## config.mk

```make
export PLATFORM = sky130hd
export DESIGN_NAME = temp_display_scan
export DESIGN_NICKNAME = d
export VERILOG_FILES = /design/src/rtl/temp_display_scan.sv
export SDC_FILE = /design/constraint.sdc
export NUM_CORES = 1
export LEC_CHECK = 0
export CAP_MARGIN = 20
export CORE_UTILIZATION = 33
export CTS_BUF_LIST = sky130_fd_sc_hd__clkbuf_2
export CTS_CLUSTER_DIAMETER = 50
export CTS_CLUSTER_SIZE = 12
export DETAILED_ROUTE_END_ITERATION = 10
export PLACE_DENSITY = 0.5
export SYNTH_ARGS = -nofsm -noshare
export SYNTH_HDL_FRONTEND = slang
export SYNTH_SLANG_ARGS = --single-unit
```

## constraint.sdc

```tcl
create_clock -name clk -period 2.3 [get_ports clk]
set_input_delay 0.46 -clock clk [delete_from_list [all_inputs] [get_ports clk]]
set_output_delay 0.46 -clock clk [all_outputs]
set_load 0.005 [all_outputs]
```

## src/rtl/temp_display_scan.sv

```systemverilog
// -----------------------------------------------------------------------------
// temp_display_scan
//
// Purpose:
//   Receives framed serial temperature readings (start bit 0, DATA_W payload
//   bits MSB-first, stop bit 1), converts each good reading to BCD with an
//   iterative double-dabble and drives NUM_DIGITS time-multiplexed
//   common-anode 7-segment digits. Leading zeros are blanked. When the value
//   does not fit in NUM_DIGITS decimal digits, every digit shows a dash.
//
// Parameters:
//   DATA_W       payload bits per frame (unsigned temperature)
//   NUM_DIGITS   number of displayed decimal digits (2..6)
//   REFRESH_DIV  clk cycles each digit stays selected (>= 2)
//
// Ports:
//   clk          system clock
//   rst          synchronous reset, active-high
//   serial_en    bit strobe; serial_data is sampled only when high
//   serial_data  serial line, idles high
//   seg          segments {g,f,e,d,c,b,a}, active-low
//   digit_sel    one-hot digit enable, active-low, bit0 = units
//   temp_value   last good received value
//   sample_valid 1-cycle pulse when temp_value updates
//   frame_err    1-cycle pulse on a bad stop bit
//   overflow     high while the displayed value exceeds 10^NUM_DIGITS-1
// -----------------------------------------------------------------------------
module temp_display_scan #(
  parameter int DATA_W      = 12,
  parameter int NUM_DIGITS  = 4,
  parameter int REFRESH_DIV = 50000
) (
  input  logic                  clk,
  input  logic                  rst,
  input  logic                  serial_en,
  input  logic                  serial_data,
  output logic [6:0]            seg,
  output logic [NUM_DIGITS-1:0] digit_sel,
  output logic [DATA_W-1:0]     temp_value,
  output logic                  sample_valid,
  output logic                  frame_err,
  output logic                  overflow
);

  localparam int CNT_W = $clog2(DATA_W);
  localparam int BCD_W = 4 * NUM_DIGITS;
  localparam int IDX_W = $clog2(NUM_DIGITS);
  localparam int REF_W = $clog2(REFRESH_DIV);

  localparam logic [CNT_W-1:0] LAST_BIT = CNT_W'(DATA_W - 1);
  localparam logic [IDX_W-1:0] LAST_IDX = IDX_W'(NUM_DIGITS - 1);
  localparam logic [REF_W-1:0] REF_LAST = REF_W'(REFRESH_DIV - 1);
  localparam int unsigned      MAX_DISP = 10 ** NUM_DIGITS - 1;

  localparam logic [6:0] SEG_BLANK = 7'h7F;
  localparam logic [6:0] SEG_DASH  = 7'h3F;

  typedef enum logic [1:0] {RX_IDLE, RX_RECV, RX_STOP} rx_state_t;
  typedef enum logic [1:0] {C_IDLE, C_CONV, C_DONE} conv_state_t;

  // Standard active-low patterns; anything outside 0-9 is left blank.
  function automatic logic [6:0] seg_decode(input logic [3:0] d);
    logic [6:0] s;
    case (d)
      4'd0:    s = 7'h40;
      4'd1:    s = 7'h79;
      4'd2:    s = 7'h24;
      4'd3:    s = 7'h30;
      4'd4:    s = 7'h19;
      4'd5:    s = 7'h12;
      4'd6:    s = 7'h02;
      4'd7:    s = 7'h78;
      4'd8:    s = 7'h00;
      4'd9:    s = 7'h10;
      default: s = SEG_BLANK;
    endcase
    return s;
  endfunction

  // ---------------------------------------------------------------------------
  // Receiver
  // ---------------------------------------------------------------------------
  rx_state_t         rx_state, rx_next;
  logic [CNT_W-1:0]  bit_cnt;
  logic [DATA_W-1:0] shift_reg;
  logic              rx_good;

  assign rx_good = serial_en && (rx_state == RX_STOP) && serial_data;

  always_ff @(posedge clk) begin
    if (rst) rx_state <= RX_IDLE;
    else     rx_state <= rx_next;
  end

  // The receiver only moves on strobed cycles; otherwise it simply waits.
  always_comb begin
    rx_next = rx_state;
    if (serial_en) begin
      case (rx_state)
        RX_IDLE: if (!serial_data) rx_next = RX_RECV;
        RX_RECV: if (bit_cnt == LAST_BIT) rx_next = RX_STOP;
        RX_STOP: rx_next = RX_IDLE;
        default: rx_next = RX_IDLE;
      endcase
    end
  end

  always_ff @(posedge clk) begin
    if (rst) begin
      bit_cnt      <= '0;
      shift_reg    <= '0;
      temp_value   <= '0;
      sample_valid <= 1'b0;
      frame_err    <= 1'b0;
    end else begin
      sample_valid <= 1'b0;
      frame_err    <= 1'b0;
      if (serial_en) begin
        case (rx_state)
          RX_IDLE: if (!serial_data) bit_cnt <= '0;
          RX_RECV: begin
            shift_reg <= {shift_reg[DATA_W-2:0], serial_data};
            bit_cnt   <= bit_cnt + CNT_W'(1);
          end
          RX_STOP: begin
            if (serial_data) begin
              temp_value   <= shift_reg;
              sample_valid <= 1'b1;
            end else begin
              frame_err <= 1'b1;
            end
          end
          default: ;
        endcase
      end
    end
  end

  // ---------------------------------------------------------------------------
  // Double-dabble converter
  // ---------------------------------------------------------------------------
  conv_state_t       conv_state, conv_next;
  logic              pending;
  logic [CNT_W-1:0]  conv_cnt;
  logic [DATA_W-1:0] bin_work;
  logic [DATA_W-1:0] conv_src;
  logic [BCD_W-1:0]  bcd_work;
  logic [BCD_W-1:0]  bcd_adj;
  logic [BCD_W-1:0]  bcd_disp;

  always_ff @(posedge clk) begin
    if (rst) conv_state <= C_IDLE;
    else     conv_state <= conv_next;
  end

  always_comb begin
    conv_next = conv_state;
    case (conv_state)
      C_IDLE:  if (pending) conv_next = C_CONV;
      C_CONV:  if (conv_cnt == LAST_BIT) conv_next = C_DONE;
      C_DONE:  conv_next = C_IDLE;
      default: conv_next = C_IDLE;
    endcase
  end

  // Add-3 step applied to every digit of 5 or more before each shift. Carries
  // out of the top digit are dropped; that case is shown as overflow anyway.
  always_comb begin
    bcd_adj = bcd_work;
    for (int i = 0; i < NUM_DIGITS; i++) begin
      if (bcd_work[4*i +: 4] > 4'd4) bcd_adj[4*i +: 4] = bcd_work[4*i +: 4] + 4'd3;
    end
  end

  // The conversion works in bcd_work and only copies into bcd_disp in C_DONE,
  // so the scan never sees a half-converted number. A reading that lands
  // while busy leaves pending set and the converter reruns on temp_value,
  // which by then holds the newest reading.
  always_ff @(posedge clk) begin
    if (rst) begin
      pending  <= 1'b0;
      conv_cnt <= '0;
      bin_work <= '0;
      conv_src <= '0;
      bcd_work <= '0;
      bcd_disp <= '0;
      overflow <= 1'b0;
    end else begin
      case (conv_state)
        C_IDLE: begin
          if (pending) begin
            pending  <= 1'b0;
            bin_work <= temp_value;
            conv_src <= temp_value;
            bcd_work <= '0;
            conv_cnt <= '0;
          end
        end
        C_CONV: begin
          bcd_work <= {bcd_adj[BCD_W-2:0], bin_work[DATA_W-1]};
          bin_work <= {bin_work[DATA_W-2:0], 1'b0};
          conv_cnt <= conv_cnt + CNT_W'(1);
        end
        C_DONE: begin
          bcd_disp <= bcd_work;
          overflow <= (32'(conv_src) > MAX_DISP);
        end
        default: ;
      endcase
      if (rx_good) pending <= 1'b1;
    end
  end

  // ---------------------------------------------------------------------------
  // Display scan
  // ---------------------------------------------------------------------------
  logic [REF_W-1:0] refresh_cnt;
  logic [IDX_W-1:0] scan_idx, idx_next;
  logic [3:0]       digit_val;
  logic             upper_nz;
  logic [6:0]       seg_next;

  assign idx_next = (scan_idx == LAST_IDX) ? '0 : scan_idx + IDX_W'(1);

  // seg is computed for the digit about to be selected, so the pattern and
  // the digit enable switch together. A digit is blank when it and every
  // digit above it are zero, except the units digit.
  always_comb begin
    digit_val = 4'd0;
    upper_nz  = 1'b0;
    for (int i = 0; i < NUM_DIGITS; i++) begin
      if (IDX_W'(i) == idx_next) digit_val = bcd_disp[4*i +: 4];
      if ((IDX_W'(i) >= idx_next) && (bcd_disp[4*i +: 4] != 4'd0)) upper_nz = 1'b1;
    end
    if (overflow)                           seg_next = SEG_DASH;
    else if ((idx_next != '0) && !upper_nz) seg_next = SEG_BLANK;
    else                                    seg_next = seg_decode(digit_val);
  end

  always_ff @(posedge clk) begin
    if (rst) begin
      refresh_cnt <= '0;
      scan_idx    <= '0;
      seg         <= SEG_BLANK;
      digit_sel   <= '1;
    end else if (refresh_cnt == REF_LAST) begin
      refresh_cnt <= '0;
      scan_idx    <= idx_next;
      digit_sel   <= ~(NUM_DIGITS'(1) << idx_next);
      seg         <= seg_next;
    end else begin
      refresh_cnt <= refresh_cnt + REF_W'(1);
    end
  end

endmodule

```

==> flow_summary.html, run 1 <==
<table>
<tr><th>Metric</th><th>Value</th></tr>
<tr><th colspan="2">Outcome</th></tr>
<tr><td>Result of the run</td><td>finished clean</td></tr>
<tr><th colspan="2">Final layout</th></tr>
<tr><td>Nets</td><td>652</td></tr>
<tr><td>FF/Latch Area</td><td>2240 um2</td></tr>
<tr><td>Utilization of the core after routing</td><td>38.0%</td></tr>
<tr><td>Top flop regs</td><td>bcd_disp: 16 flops, bcd_work: 16 flops, refresh_cnt: 16 flops</td></tr>
<tr><td>Final instance count without filler cells</td><td>824</td></tr>
<tr><td>Fill cell count</td><td>1526</td></tr>
<tr><td>Antenna fix cells</td><td>0</td></tr>
<tr><td>Fraction of final layout cells with drive strength greater than 1</td><td>7.03%</td></tr>
<tr><td>Area delta synth-&gt;final</td><td>12.3%</td></tr>
<tr><td>Multi-input gate area in the final layout</td><td>2420 um2</td></tr>
<tr><th colspan="2">Logic synthesis</th></tr>
<tr><td>Number of enable-type register cells in the synthesized netlist</td><td>0</td></tr>
<tr><td>Count of mapped cells out of synthesis</td><td>620</td></tr>
<tr><td>Post-synthesis cell type count</td><td>53</td></tr>
<tr><td>Synthesized net count</td><td>637</td></tr>
<tr><td>Part of the Yosys area used for sequential elements</td><td>45.4%</td></tr>
<tr><td>Top cell type by total area after synthesis</td><td>dfxtp_1</td></tr>
<tr><td>Average instance area after synthesis</td><td>7.96 um2</td></tr>
<tr><td>Most common flop cell mapped by yosys</td><td>dfxtp_1</td></tr>
<tr><td>Share of the synthesized area in the top cell type</td><td>45.4%</td></tr>
<tr><td>Post-synthesis instance area</td><td>4940 um2</td></tr>
<tr><td>Synth area leaders</td><td>dfxtp_1 (45%), a21oi_1 (8.8%), nand2_1 (7.7%)</td></tr>
<tr><td>Fraction of registers with async set or reset after synthesis</td><td>0%</td></tr>
<tr><td>Syn. warnings</td><td>0</td></tr>
<tr><td>Register bit total from synthesis</td><td>112</td></tr>
<tr><th colspan="2">Critical path</th></tr>
<tr><td>Critical Path Start Type</td><td>flip-flop</td></tr>
<tr><td>Critical path's slowest cell</td><td>a2111o_1</td></tr>
<tr><td>Startpoint-to-endpoint class of the critical path</td><td>flip-flop to flip-flop</td></tr>
<tr><td>Crit Reg-Reg Startpoint</td><td>scan_idx[0]</td></tr>
<tr><td>Endpoint kind of the worst setup timing path</td><td>flip-flop</td></tr>
<tr><td>Maximum fanout count along the critical path</td><td>9</td></tr>
<tr><td>Critical path origin</td><td>scan_idx[0]</td></tr>
<tr><td>Cell-by-cell listing of the critical path</td><td>buf_4 &gt; ha_2 &gt; a211oi_1 &gt; a221o_2 &gt; nand2_1 &gt; a2111o_1 &gt; buf_4 &gt; o22a_1</td></tr>
<tr><td>Cell repeated most along the worst path</td><td>buf_4</td></tr>
<tr><td>Worst path max stage delay</td><td>0.45 ns</td></tr>
<tr><td>Category of cells accounting for the largest share of critical-path delay</td><td>compound AO/OA/AOI/OAI gates</td></tr>
<tr><td>Logic depth of the worst path, buffers included</td><td>8</td></tr>
<tr><td>Count of buffering cells on the critical path with inverters included</td><td>2</td></tr>
<tr><td>Reg2reg path depth</td><td>8</td></tr>
<tr><td>Critical path required time</td><td>2.86 ns</td></tr>
<tr><td>Arr. time, crit path</td><td>2.69 ns</td></tr>
<tr><th colspan="2">STA</th></tr>
<tr><td>Total Negative Setup Slacks</td><td>0 ns</td></tr>
<tr><td>Post-route worst hold slack</td><td>0.225 ns</td></tr>
<tr><td>Hold Violations, Final</td><td>0</td></tr>
<tr><td>RSZ-0062 raised after global routing</td><td>no</td></tr>
<tr><td>Relative slew slack</td><td>46.7%</td></tr>
<tr><td>Tightest Pin Transition</td><td>0.799 ns</td></tr>
<tr><td>Max-slew violation count</td><td>0</td></tr>
<tr><td>Maximum achievable frequency</td><td>469 MHz</td></tr>
<tr><td>Largest clock skew in the final design</td><td>0.0249 ns</td></tr>
<tr><td>Final Cycle Share</td><td>92.7%</td></tr>
<tr><td>Period minus WS final</td><td>2.13 ns</td></tr>
<tr><td>Count of endpoints failing setup in the final report</td><td>0</td></tr>
<tr><th colspan="2">Drt</th></tr>
<tr><td>Antenna violation net count after detailed routing</td><td>0</td></tr>
<tr><td>Final routed DRC violation total</td><td>0</td></tr>
<tr><td>Total via count in the routed design</td><td>4119</td></tr>
<tr><td>Routed wirelength normalized by instance count</td><td>13.0 um</td></tr>
<tr><td>Via density per instance</td><td>5.00</td></tr>
<tr><td>DRC marker count from the first detailed-route iteration</td><td>184</td></tr>
<tr><td>Final wirelength</td><td>10.7 mm</td></tr>
<tr><td>Router iterations before antenna repair</td><td>4</td></tr>
<tr><th colspan="2">Die</th></tr>
<tr><td>Vertical die dimension</td><td>124 um</td></tr>
<tr><td>DIE AREA</td><td>15500 um2</td></tr>
<tr><td>Number of standard-cell rows in the floorplan</td><td>44</td></tr>
<tr><td>Number of top-level pins</td><td>30</td></tr>
<tr><td>Initial Util</td><td>33.8%</td></tr>
<tr><td>Die span in x</td><td>124 um</td></tr>
<tr><td>Core Footprint</td><td>14600 um2</td></tr>
<tr><th colspan="2">Clock tree</th></tr>
<tr><td>Total of hold buffers inserted after clock tree synthesis</td><td>0</td></tr>
<tr><td>CTS Sinks</td><td>112</td></tr>
<tr><td>Post-CTS setup buffers</td><td>0</td></tr>
<tr><td>CTS Root Buffer Type</td><td>clkbuf_2</td></tr>
<tr><td>TritonCTS clock tree</td><td>done</td></tr>
<tr><td>Count of H-tree levels built during CTS</td><td>3</td></tr>
<tr><td>Clk Latency, worst-skew pair</td><td>0.63 ns</td></tr>
<tr><td>Inserted Clock Buffers</td><td>9</td></tr>
<tr><td>Post-CTS clock slew at the launch and capture registers of the worst setup and hold paths</td><td>0.31 ns</td></tr>
<tr><td>Buffer depth of the longest clock path</td><td>2</td></tr>
<tr><th colspan="2">GRT</th></tr>
<tr><td>Global routing met2 resource utilization</td><td>24.4%</td></tr>
<tr><td>Wire length of the first global-routing pass</td><td>18.7 mm</td></tr>
<tr><td>Via count of the first global-routing pass</td><td>3978</td></tr>
<tr><td>Initial antenna violation count</td><td>0</td></tr>
<tr><td>Global Route met3 Usage</td><td>4.21%</td></tr>
<tr><td>Global route overflow</td><td>0</td></tr>
<tr><td>Maximum number of pins on one net before global-route repair</td><td>47</td></tr>
<tr><td>Global-route usage over all layers</td><td>14.5%</td></tr>
<tr><td>Layer carrying the most global-route usage</td><td>met2</td></tr>
<tr><td>Global routing met1 resource utilization</td><td>17.9%</td></tr>
<tr><th colspan="2">Run</th></tr>
<tr><td>Number of max-cap violations</td><td>0</td></tr>
<tr><th colspan="2">Min path</th></tr>
<tr><td>Startpoint of the lowest-slack hold path</td><td>rst</td></tr>
<tr><td>Worst hold path type</td><td>primary input to flip-flop</td></tr>
<tr><td>Worst Hold Path Cells</td><td>3</td></tr>
<tr><th colspan="2">Placement</th></tr>
<tr><td>Placed Instances</td><td>808</td></tr>
<tr><td>PortBufs</td><td>28</td></tr>
<tr><td>HPWL Detailed</td><td>7.17 mm</td></tr>
<tr><td>Final weighted congestion of routability-driven global placement</td><td>0.826</td></tr>
<tr><th colspan="2">Power and ir drop</th></tr>
<tr><td>Worst VDD drop</td><td>313 uV</td></tr>
<tr><td>Pwr dens</td><td>545 nW/um2</td></tr>
<tr><td>Leakage power of the design</td><td>1.92 nW</td></tr>
<tr><td>PnR Total Power</td><td>3.02 mW</td></tr>
</table>
## cell usage after synthesis (5+ instances only)
master      n
nor3_1     10
o21ai_0    33
clkbuf_1   32
nor4_1      6
mux2i_1     5
dfxtp_1   112
ha_1       13
nor2_1     62
o22a_1      5
xnor2_1    12
nand2_1   101
a21oi_1    87
or3_1       6
nor2b_1     7
a22oi_1    15
inv_1      35
nand3_1    11
a211oi_1    5
## tightest hold or removal path, delay by kind of cell
family                 cells  cell delay, ns
buffers and inverters      1            0.12
AOI/OAI and AO/OA          2            0.28
## cells by family (layout without fill, tap and decap cells)
family / Yosys count / in the layout / share of synthesized area [%]
AOI/OAI and AO/OA: 165 / 165 / 19.7
xor gates and xnor gates: 16 / 16 / 2.84
adders and majority gates: 13 / 13 / 3.29
buffers and inverters: 74 / 94 / 6.03
DFF: 112 / 112 / 45.4
muxes: 6 / 6 / 1.24
other: 1 / 1 / 0.0760
and+or+nand+nor: 233 / 233 / 21.4
## placed cells by master, fill, tap and decap left out, drive strengths merged, types with 13 or more instances in the layout
cell | synthesis | layout
nand2 | 101 | 101
buf | 7 | 16
nor2 | 62 | 62
a22oi | 15 | 15
dfxtp | 112 | 112
a21oi | 87 | 87
ha | 13 | 13
inv | 35 | 37
clkdlybuf4s50 | 0 | 27
o21ai | 33 | 33
## where the power goes
group	internal, mW	total [mW]	switching (mW)
sequential	1.96	1.96	0.00650
combinational	0.0225	0.0774	0.0549
clock	0.274	0.979	0.705
## area by class of cell
class | instances | share of cell area, %
multi-input cells | 434 | 43.6
flip-flops and latches | 112 | 40.5
repair buffers | 43 | 7.00
well taps | 184 | 4.15
inverters | 35 | 2.37
clock inverters | 7 | 1.60
clock buffers | 9 | 0.812
## per-stage QoR
step / area [um2] / worst slack (ns)
after global placement: 5390 / 0.151
after detailed placement: 5390 / -0.00300
after floorplan: 4940 / 0.0948
final: 5540 / 0.169
after global routing: 5540 / 0.0342
after CTS: 5530 / 0.0483
## layer usage
metal | vias up | share of wire (%)
li1 | 2133 | -
met1 | 1915 | 49
met2 | 60 | 46
met3 | 11 | 3.4
met4 | 0 | 1.3
met5 | - | 0
## repair_timing
| item | in CTS | in global routing |
|---|---|---|
| resized for setup | 1 | 6 |
| setup endpoints to repair | 1 | 7 |
| hold endpoints to repair | 0 | 0 |
## worst paths after layout
path | slack (ns) | endpoint
hold reg to reg | 0.46 | refresh_cnt[0]
setup reg to reg | 0.17 | seg[5]
hold / removal | 0.23 | seg[3]
setup / recovery | 0.17 | seg[5]
No activity file was read; power rests on OpenSTA's default activity.
==> run 2, diff against run 1 <==
Settings changed: ABC_AREA from default to 1.
==> flow_summary.html, run 2 <==
<table>
<tr><th>Metric</th><th>Value</th></tr>
<tr><th colspan="2">Final layout</th></tr>
<tr><td>Multi-input gate area in the final layout</td><td>2250 um2 (-6.8%)</td></tr>
<tr><td>Nets</td><td>700 (+7.4%)</td></tr>
<tr><td>Fraction of final layout cells with drive strength greater than 1</td><td>9.30% (+2.3 points)</td></tr>
<tr><td>Most frequent cells in the layout</td><td>nand2_1 (111), dfxtp_1 (111), a21oi_1 (98), inv_1 (74), o21ai_0 (62)</td></tr>
<tr><td>Fill cell count</td><td>1528 (+0.13%)</td></tr>
<tr><td>Top flop regs</td><td>bcd_disp: 16 flops, bcd_work: 16 flops, refresh_cnt: 16 flops</td></tr>
<tr><td>Antenna fix cells</td><td>0 (unchanged)</td></tr>
<tr><td>FF/Latch Area</td><td>2240 um2 (unchanged)</td></tr>
<tr><td>Area delta synth-&gt;final</td><td>11.4%</td></tr>
<tr><th colspan="2">Die</th></tr>
<tr><td>Die span in x</td><td>124 um (about the same)</td></tr>
<tr><td>Initial Util</td><td>33.9% (about the same)</td></tr>
<tr><td>Number of standard-cell rows in the floorplan</td><td>44 (unchanged)</td></tr>
<tr><td>Core Footprint</td><td>14600 um2 (unchanged)</td></tr>
<tr><td>Number of top-level pins</td><td>30 (unchanged)</td></tr>
<tr><td>DIE AREA</td><td>15500 um2 (about the same)</td></tr>
<tr><td>Vertical die dimension</td><td>124 um (about the same)</td></tr>
<tr><th colspan="2">GRT</th></tr>
<tr><td>Maximum number of pins on one net before global-route repair</td><td>36 (-23%)</td></tr>
<tr><td>Initial antenna violation count</td><td>0 (unchanged)</td></tr>
<tr><td>Via count of the first global-routing pass</td><td>3950 (-0.70%)</td></tr>
<tr><td>Wire length of the first global-routing pass</td><td>18.6 mm (-0.56%)</td></tr>
<tr><td>Global-route usage over all layers</td><td>14.5% (+0.021 points)</td></tr>
<tr><td>Global route overflow</td><td>0 (unchanged)</td></tr>
<tr><th colspan="2">Drt</th></tr>
<tr><td>Antenna violation net count after detailed routing</td><td>0 (unchanged)</td></tr>
<tr><td>Final routed DRC violation total</td><td>0 (unchanged)</td></tr>
<tr><td>Router iterations before antenna repair</td><td>6 (+2)</td></tr>
<tr><td>Via density per instance</td><td>4.79 (-4.3%)</td></tr>
<tr><td>Total via count in the routed design</td><td>4173 (+1.3%)</td></tr>
<tr><td>DRC marker count from the first detailed-route iteration</td><td>170 (-7.6%)</td></tr>
<tr><td>Final wirelength</td><td>10.5 mm (-1.7%)</td></tr>
<tr><td>Routed wirelength normalized by instance count</td><td>12.1 um (-7.1%)</td></tr>
<tr><th colspan="2">Logic synthesis</th></tr>
<tr><td>Cell types with the highest counts after synthesis</td><td>dfxtp_1 (112), nand2_1 (111), a21oi_1 (98), inv_1 (74), o21ai_0 (62)</td></tr>
<tr><td>Number of enable-type register cells in the synthesized netlist</td><td>0 (unchanged)</td></tr>
<tr><td>Share of the synthesized area in the top cell type</td><td>45.4% (about the same)</td></tr>
<tr><td>Synth area leaders</td><td>dfxtp_1 (45%), a21oi_1 (9.9%), nand2_1 (8.4%)</td></tr>
<tr><td>Post-synthesis instance area</td><td>4940 um2 (about the same)</td></tr>
<tr><td>Average instance area after synthesis</td><td>7.49 um2 (-6.0%)</td></tr>
<tr><td>Part of the Yosys area used for sequential elements</td><td>45.4% (about the same)</td></tr>
<tr><td>Most common flop cell mapped by yosys</td><td>dfxtp_1</td></tr>
<tr><td>Syn. warnings</td><td>0 (unchanged)</td></tr>
<tr><td>Synthesized net count</td><td>677 (+6.3%)</td></tr>
<tr><td>Count of mapped cells out of synthesis</td><td>660 (+6.5%)</td></tr>
<tr><td>Register bit total from synthesis</td><td>112 (unchanged)</td></tr>
<tr><td>Post-synthesis cell type count</td><td>39 (-26%)</td></tr>
<tr><td>Most frequent cell after synthesis</td><td>dfxtp_1</td></tr>
<tr><td>Top cell type by total area after synthesis</td><td>dfxtp_1</td></tr>
<tr><td>Fraction of registers with async set or reset after synthesis</td><td>0% (unchanged)</td></tr>
<tr><th colspan="2">Placement</th></tr>
<tr><td>HPWL Detailed</td><td>7.52 mm (+4.9%)</td></tr>
<tr><td>PortBufs</td><td>28 (unchanged)</td></tr>
<tr><td>Worst slack at placement</td><td>0.248 ns (+0.251 ns)</td></tr>
<tr><td>Final weighted congestion of routability-driven global placement</td><td>0.779 (-5.7%)</td></tr>
<tr><th colspan="2">STA</th></tr>
<tr><td>Largest clock skew in the final design</td><td>0.0250 ns (+0.0000700 ns)</td></tr>
<tr><td>Post-layout worst setup margin</td><td>0.178 ns (+0.00852 ns)</td></tr>
<tr><td>Final Cycle Share</td><td>92.3% (-0.37 points)</td></tr>
<tr><td>Hold Violations, Final</td><td>0 (unchanged)</td></tr>
<tr><td>Max-slew violation count</td><td>0 (unchanged)</td></tr>
<tr><td>Maximum achievable frequency</td><td>471 MHz (+0.40%)</td></tr>
<tr><td>Total Negative Setup Slacks</td><td>0 ns (unchanged)</td></tr>
<tr><td>Period minus WS final</td><td>2.12 ns (-0.00852 ns)</td></tr>
<tr><td>RSZ-0062 raised after global routing</td><td>no</td></tr>
<tr><td>Count of endpoints failing setup in the final report</td><td>0 (unchanged)</td></tr>
<tr><th colspan="2">Clock tree</th></tr>
<tr><td>Inserted Clock Buffers</td><td>9 (unchanged)</td></tr>
<tr><td>Total of hold buffers inserted after clock tree synthesis</td><td>0 (unchanged)</td></tr>
<tr><td>CTS Root Buffer Type</td><td>clkbuf_2</td></tr>
<tr><td>Total of cells resized after clock tree synthesis</td><td>0 (-1)</td></tr>
<tr><td>Clk Latency, worst-skew pair</td><td>0.65 ns (+0.02 ns)</td></tr>
<tr><td>Count of H-tree levels built during CTS</td><td>3 (unchanged)</td></tr>
<tr><td>TritonCTS clock tree</td><td>done</td></tr>
<tr><td>Post-CTS clock slew at the launch and capture registers of the worst setup and hold paths</td><td>0.32 ns (about the same)</td></tr>
<tr><td>Post-CTS setup buffers</td><td>0 (unchanged)</td></tr>
<tr><td>Buffer depth of the longest clock path</td><td>2 (unchanged)</td></tr>
<tr><td>CTS Sinks</td><td>112 (unchanged)</td></tr>
<tr><th colspan="2">Run</th></tr>
<tr><td>Number of max-cap violations</td><td>0 (unchanged)</td></tr>
<tr><th colspan="2">Critical path</th></tr>
<tr><td>Cell-by-cell listing of the critical path</td><td>clkdlybuf4s50_1</td></tr>
<tr><td>Maximum fanout count along the critical path</td><td>3 (-6)</td></tr>
<tr><td>Critical Path Start Type</td><td>flip-flop</td></tr>
<tr><td>Worst path max stage delay</td><td>0.53 ns (+0.08 ns)</td></tr>
<tr><td>Startpoint-to-endpoint class of the critical path</td><td>flip-flop to primary output</td></tr>
<tr><td>Endpoint kind of the worst setup timing path</td><td>primary output</td></tr>
<tr><td>Arr. time, crit path</td><td>1.66 ns (-1.03 ns)</td></tr>
<tr><td>Count of buffering cells on the critical path with inverters included</td><td>1 (-1)</td></tr>
<tr><td>Category of cells accounting for the largest share of critical-path delay</td><td>buffers and inverters</td></tr>
<tr><td>Critical path required time</td><td>1.84 ns (-1.02 ns)</td></tr>
<tr><td>Critical path's slowest cell</td><td>clkdlybuf4s50_1</td></tr>
<tr><th colspan="2">Power and ir drop</th></tr>
<tr><td>Leakage power of the design</td><td>2.07 nW (+8.3%)</td></tr>
<tr><td>Pwr dens</td><td>546 nW/um2 (+0.25%)</td></tr>
<tr><td>Worst VDD drop</td><td>341 uV (+8.9%)</td></tr>
<tr><td>PnR Total Power</td><td>3.01 mW (-0.50%)</td></tr>
<tr><th colspan="2">Min path</th></tr>
<tr><td>Worst hold path type</td><td>primary input to flip-flop</td></tr>
<tr><th colspan="2">Outcome</th></tr>
<tr><td>Result of the run</td><td>finished clean</td></tr>
</table>
[run 2: metrics by stage]
| step | area (um2) | util (%) | cells | hold WS (ns) |
|---|---|---|---|---|
| 2_1_floorplan | 4940 | - | 660 | 0.420 |
| 4_1_cts | 5500 | 37.7 | 872 | 0.328 |
| 5_1_grt | 5500 | 37.7 | 872 | 0.359 |
| 3_5_place_dp | 5400 | 37.0 | 856 | 0.440 |
| 6_report | 5500 | 37.7 | 872 | 0.394 |
| 3_3_place_gp | 5400 | 37.0 | 856 | 0.430 |
[run 2: final timing paths]
path	to	cells past startpoint	slack [ns]	from
setup / recovery	temp_value[9]	1	0.18	temp_value[9]
hold / removal	frame_err	2	0.39	serial_data
setup reg to reg	seg[3]	13	0.25	scan_idx[1]
hold reg to reg	temp_value[11]	2	0.46	shift_reg[11]
[run 2: worst reg2reg max path, delay by kind of cell, from the launching register on]
kind	cells	cell delay, ns
and+or+nand+nor	6	0.44
adders and majority gates	2	0.65
DFF	1	0.42
buffers and inverters	4	0.36
AOI/OAI and AO/OA	1	0.11
[run 2: layout make-up]
type / instances / share of cell area, %
clock buffers: 9 / 0.819
repair buffers: 39 / 6.59
flip-flops and latches: 112 / 40.8
inverters: 83 / 5.66
clock inverters: 7 / 1.02
well taps: 184 / 4.18
multi-input cells: 438 / 41.0
[run 2: cell families (layout without fill, tap and decap cells)]
family | Yosys count | in the layout | synth area share [%]
AOI/OAI and AO/OA | 184 | 184 | 19.8
xor gates and xnor gates | 7 | 7 | 1.24
adders and majority gates | 13 | 13 | 3.29
buffers and inverters | 110 | 138 | 9.07
DFF | 112 | 112 | 45.4
other | 1 | 1 | 0.0759
and+or+nand+nor | 233 | 233 | 21.2
[run 2: routing by layer]
metal	vias up	global-route usage (%)	wire, um
met5	-	0	0
met4	0	4.68	140
met3	10	3.69	366
met2	54	23.7	4830
met1	1910	18.7	5180
li1	2199	-	-
[run 2: power by group]
group          leakage (nW)  switching, mW  internal [mW]
clock network        0.0564          0.682          0.153
registers             0.905         0.0239           1.98
logic                  1.11          0.103         0.0597
==> run 3, diff against run 2 <==
Settings changed: CAP_MARGIN 20 to 25, PLACE_DENSITY 0.5 to 0.48.
Clock period 2.3 ns to 2.2 ns, I/O delays scaled along.
==> flow_summary.html, run 3 (same netlist as run 2, synthesis figures left out) <==
<table>
<tr><th>Metric</th><th>Value</th></tr>
<tr><th colspan="2">STA</th></tr>
<tr><td>RSZ-0062 raised after global routing</td><td>no</td></tr>
<tr><td>Period minus WS final</td><td>2.07 ns</td></tr>
<tr><td>Final Cycle Share</td><td>94.2%</td></tr>
<tr><td>Total Negative Setup Slacks</td><td>0 ns (unchanged)</td></tr>
<tr><td>Max-slew violation count</td><td>0 (unchanged)</td></tr>
<tr><td>Maximum achievable frequency</td><td>482 MHz</td></tr>
<tr><td>Count of endpoints failing setup in the final report</td><td>0 (unchanged)</td></tr>
<tr><td>Hold Violations, Final</td><td>0 (unchanged)</td></tr>
<tr><td>Largest clock skew in the final design</td><td>0.0344 ns (+0.00938 ns)</td></tr>
<tr><th colspan="2">Critical path</th></tr>
<tr><td>Category of cells accounting for the largest share of critical-path delay</td><td>buffers and inverters</td></tr>
<tr><td>Endpoint kind of the worst setup timing path</td><td>primary output</td></tr>
<tr><td>Worst path max stage delay</td><td>0.53 ns (about the same)</td></tr>
<tr><td>Critical path's slowest cell</td><td>clkdlybuf4s50_1</td></tr>
<tr><td>Arr. time, crit path</td><td>1.63 ns (-0.03 ns)</td></tr>
<tr><td>Critical path required time</td><td>1.76 ns (-0.08 ns)</td></tr>
<tr><td>Critical Path Start Type</td><td>flip-flop</td></tr>
<tr><td>Startpoint-to-endpoint class of the critical path</td><td>flip-flop to primary output</td></tr>
<tr><td>Cell-by-cell listing of the critical path</td><td>clkdlybuf4s50_1</td></tr>
<tr><td>Maximum fanout count along the critical path</td><td>3 (unchanged)</td></tr>
<tr><td>Count of buffering cells on the critical path with inverters included</td><td>1 (unchanged)</td></tr>
<tr><th colspan="2">Drt</th></tr>
<tr><td>Total via count in the routed design</td><td>4188 (+0.36%)</td></tr>
<tr><td>Router iterations before antenna repair</td><td>5 (-1)</td></tr>
<tr><td>Via density per instance</td><td>4.80 (+0.36%)</td></tr>
<tr><td>Antenna violation net count after detailed routing</td><td>0 (unchanged)</td></tr>
<tr><td>Final wirelength</td><td>10.8 mm (+2.6%)</td></tr>
<tr><td>Routed wirelength normalized by instance count</td><td>12.4 um (+2.6%)</td></tr>
<tr><td>DRC marker count from the first detailed-route iteration</td><td>242 (+42%)</td></tr>
<tr><td>Final routed DRC violation total</td><td>0 (unchanged)</td></tr>
<tr><th colspan="2">Power and ir drop</th></tr>
<tr><td>Worst VDD drop</td><td>213 uV (-38%)</td></tr>
<tr><td>PnR Total Power</td><td>3.17 mW (+5.6%)</td></tr>
<tr><td>Leakage power of the design</td><td>2.08 nW (+0.34%)</td></tr>
<tr><td>Pwr dens</td><td>576 nW/um2 (+5.4%)</td></tr>
<tr><th colspan="2">Clock tree</th></tr>
<tr><td>Inserted Clock Buffers</td><td>9 (unchanged)</td></tr>
<tr><td>Total of hold buffers inserted after clock tree synthesis</td><td>0 (unchanged)</td></tr>
<tr><td>CTS Sinks</td><td>112 (unchanged)</td></tr>
<tr><td>TritonCTS clock tree</td><td>done</td></tr>
<tr><td>Total of cells resized after clock tree synthesis</td><td>0 (unchanged)</td></tr>
<tr><td>Buffer depth of the longest clock path</td><td>2 (unchanged)</td></tr>
<tr><td>Post-CTS setup buffers</td><td>0 (unchanged)</td></tr>
<tr><td>Post-CTS clock slew at the launch and capture registers of the worst setup and hold paths</td><td>0.33 ns (about the same)</td></tr>
<tr><td>CTS Root Buffer Type</td><td>clkbuf_2</td></tr>
<tr><td>Clk Latency, worst-skew pair</td><td>0.64 ns (about the same)</td></tr>
<tr><td>Count of H-tree levels built during CTS</td><td>3 (unchanged)</td></tr>
<tr><th colspan="2">Outcome</th></tr>
<tr><td>Result of the run</td><td>finished clean</td></tr>
<tr><th colspan="2">Final layout</th></tr>
<tr><td>Utilization of the core after routing</td><td>37.8% (+0.060 points)</td></tr>
<tr><td>Antenna fix cells</td><td>0 (unchanged)</td></tr>
<tr><td>Fraction of final layout cells with drive strength greater than 1</td><td>9.01% (-0.29 points)</td></tr>
<tr><td>Top flop regs</td><td>bcd_disp: 16 flops, bcd_work: 16 flops, refresh_cnt: 16 flops</td></tr>
<tr><td>Fill cell count</td><td>1493 (-2.3%)</td></tr>
<tr><td>Most frequent cells in the layout</td><td>dfxtp_1 (112), nand2_1 (111), a21oi_1 (98), inv_1 (74), o21ai_0 (62)</td></tr>
<tr><td>Nets</td><td>700 (unchanged)</td></tr>
<tr><td>Most common cell after layout, fill and taps aside</td><td>dfxtp_1</td></tr>
<tr><td>Area delta synth-&gt;final</td><td>11.5%</td></tr>
<tr><th colspan="2">Min path</th></tr>
<tr><td>Worst hold path type</td><td>primary input to flip-flop</td></tr>
<tr><th colspan="2">Die</th></tr>
<tr><td>Vertical die dimension</td><td>124 um (unchanged)</td></tr>
<tr><td>Initial Util</td><td>33.9% (unchanged)</td></tr>
<tr><td>Core Footprint</td><td>14600 um2 (unchanged)</td></tr>
<tr><td>Number of top-level pins</td><td>30 (unchanged)</td></tr>
<tr><td>Number of standard-cell rows in the floorplan</td><td>44 (unchanged)</td></tr>
<tr><td>DIE AREA</td><td>15500 um2 (unchanged)</td></tr>
<tr><td>Die span in x</td><td>124 um (unchanged)</td></tr>
<tr><th colspan="2">GRT</th></tr>
<tr><td>Maximum number of pins on one net before global-route repair</td><td>35 (-2.8%)</td></tr>
<tr><td>Initial antenna violation count</td><td>0 (unchanged)</td></tr>
<tr><td>Global-route usage over all layers</td><td>14.6% (+0.11 points)</td></tr>
<tr><td>Wire length of the first global-routing pass</td><td>18.6 mm (+0.19%)</td></tr>
<tr><td>Global route overflow</td><td>0 (unchanged)</td></tr>
<tr><td>Via count of the first global-routing pass</td><td>3976 (+0.66%)</td></tr>
<tr><th colspan="2">Placement</th></tr>
<tr><td>HPWL Detailed</td><td>7.58 mm (+0.74%)</td></tr>
<tr><td>PortBufs</td><td>28 (unchanged)</td></tr>
<tr><td>Final weighted congestion of routability-driven global placement</td><td>0.792 (+1.7%)</td></tr>
<tr><th colspan="2">Run</th></tr>
<tr><td>Number of max-cap violations</td><td>0 (unchanged)</td></tr>
</table>
-- run 3: cell count changes in the layout (fill, tap and decap cells not counted), sizes merged --
| cell | change |
|---|---|
| inv | +1 |
| clkinv | +1 |
| clkinvlp | -2 |
-- run 3: per-layer routing --
| metal | share of wire, % | track usage, % | vias to the layer above |
|---|---|---|---|
| met3 | 2.8 | 2.58 | 21 |
| met1 | 51 | 19.4 | 1910 |
| met2 | 44 | 23.1 | 58 |
| met5 | 0 | 0 | - |
| li1 | - | - | 2199 |
| met4 | 2.2 | 6.66 | 0 |
-- run 3: area by class of cell --
type / count / area [um2] / share of cell area [%]
Timing Repair Buffer: 39 / 375 / 6.81
Tap cell: 184 / 230 / 4.18
Multi-Input combinational cell: 438 / 2250 / 40.9
Clock buffer: 9 / 45.0 / 0.817
Sequential cell: 112 / 2240 / 40.7
Inverter: 83 / 312 / 5.65
Clock inverter: 7 / 53.8 / 0.976
-- run 3: power by group --
group | leakage (nW) | internal, mW | switching [mW]
registers | 0.905 | 2.08 | 0.0231
logic | 1.11 | 0.0649 | 0.112
clock network | 0.0622 | 0.164 | 0.735
total | 2.08 | 2.30 | 0.871
-- run 3: worst paths after layout --
check             cells past startpoint              to           start  slack (ns)
hold reg to reg                       2  temp_value[11]   shift_reg[11]        0.46
setup reg to reg                     12          seg[3]     scan_idx[0]        0.17
setup / recovery                      1  temp_value[10]  temp_value[10]        0.13
hold / removal                        3       frame_err       serial_en        0.40
-- run 3: stage by stage --
| stage | hold slack, ns | setup slack, ns | instances | area, um2 |
|---|---|---|---|---|
| finish | 0.399 | 0.127 | 872 | 5510 |
| global route | 0.336 | 0.0171 | 872 | 5510 |
| CTS | 0.321 | 0.0600 | 872 | 5510 |
| detailed placement | 0.447 | 0.180 | 856 | 5410 |
| global placement | 0.439 | 0.222 | 856 | 5410 |
| floorplan | 0.420 | 0.373 | 660 | 4940 |
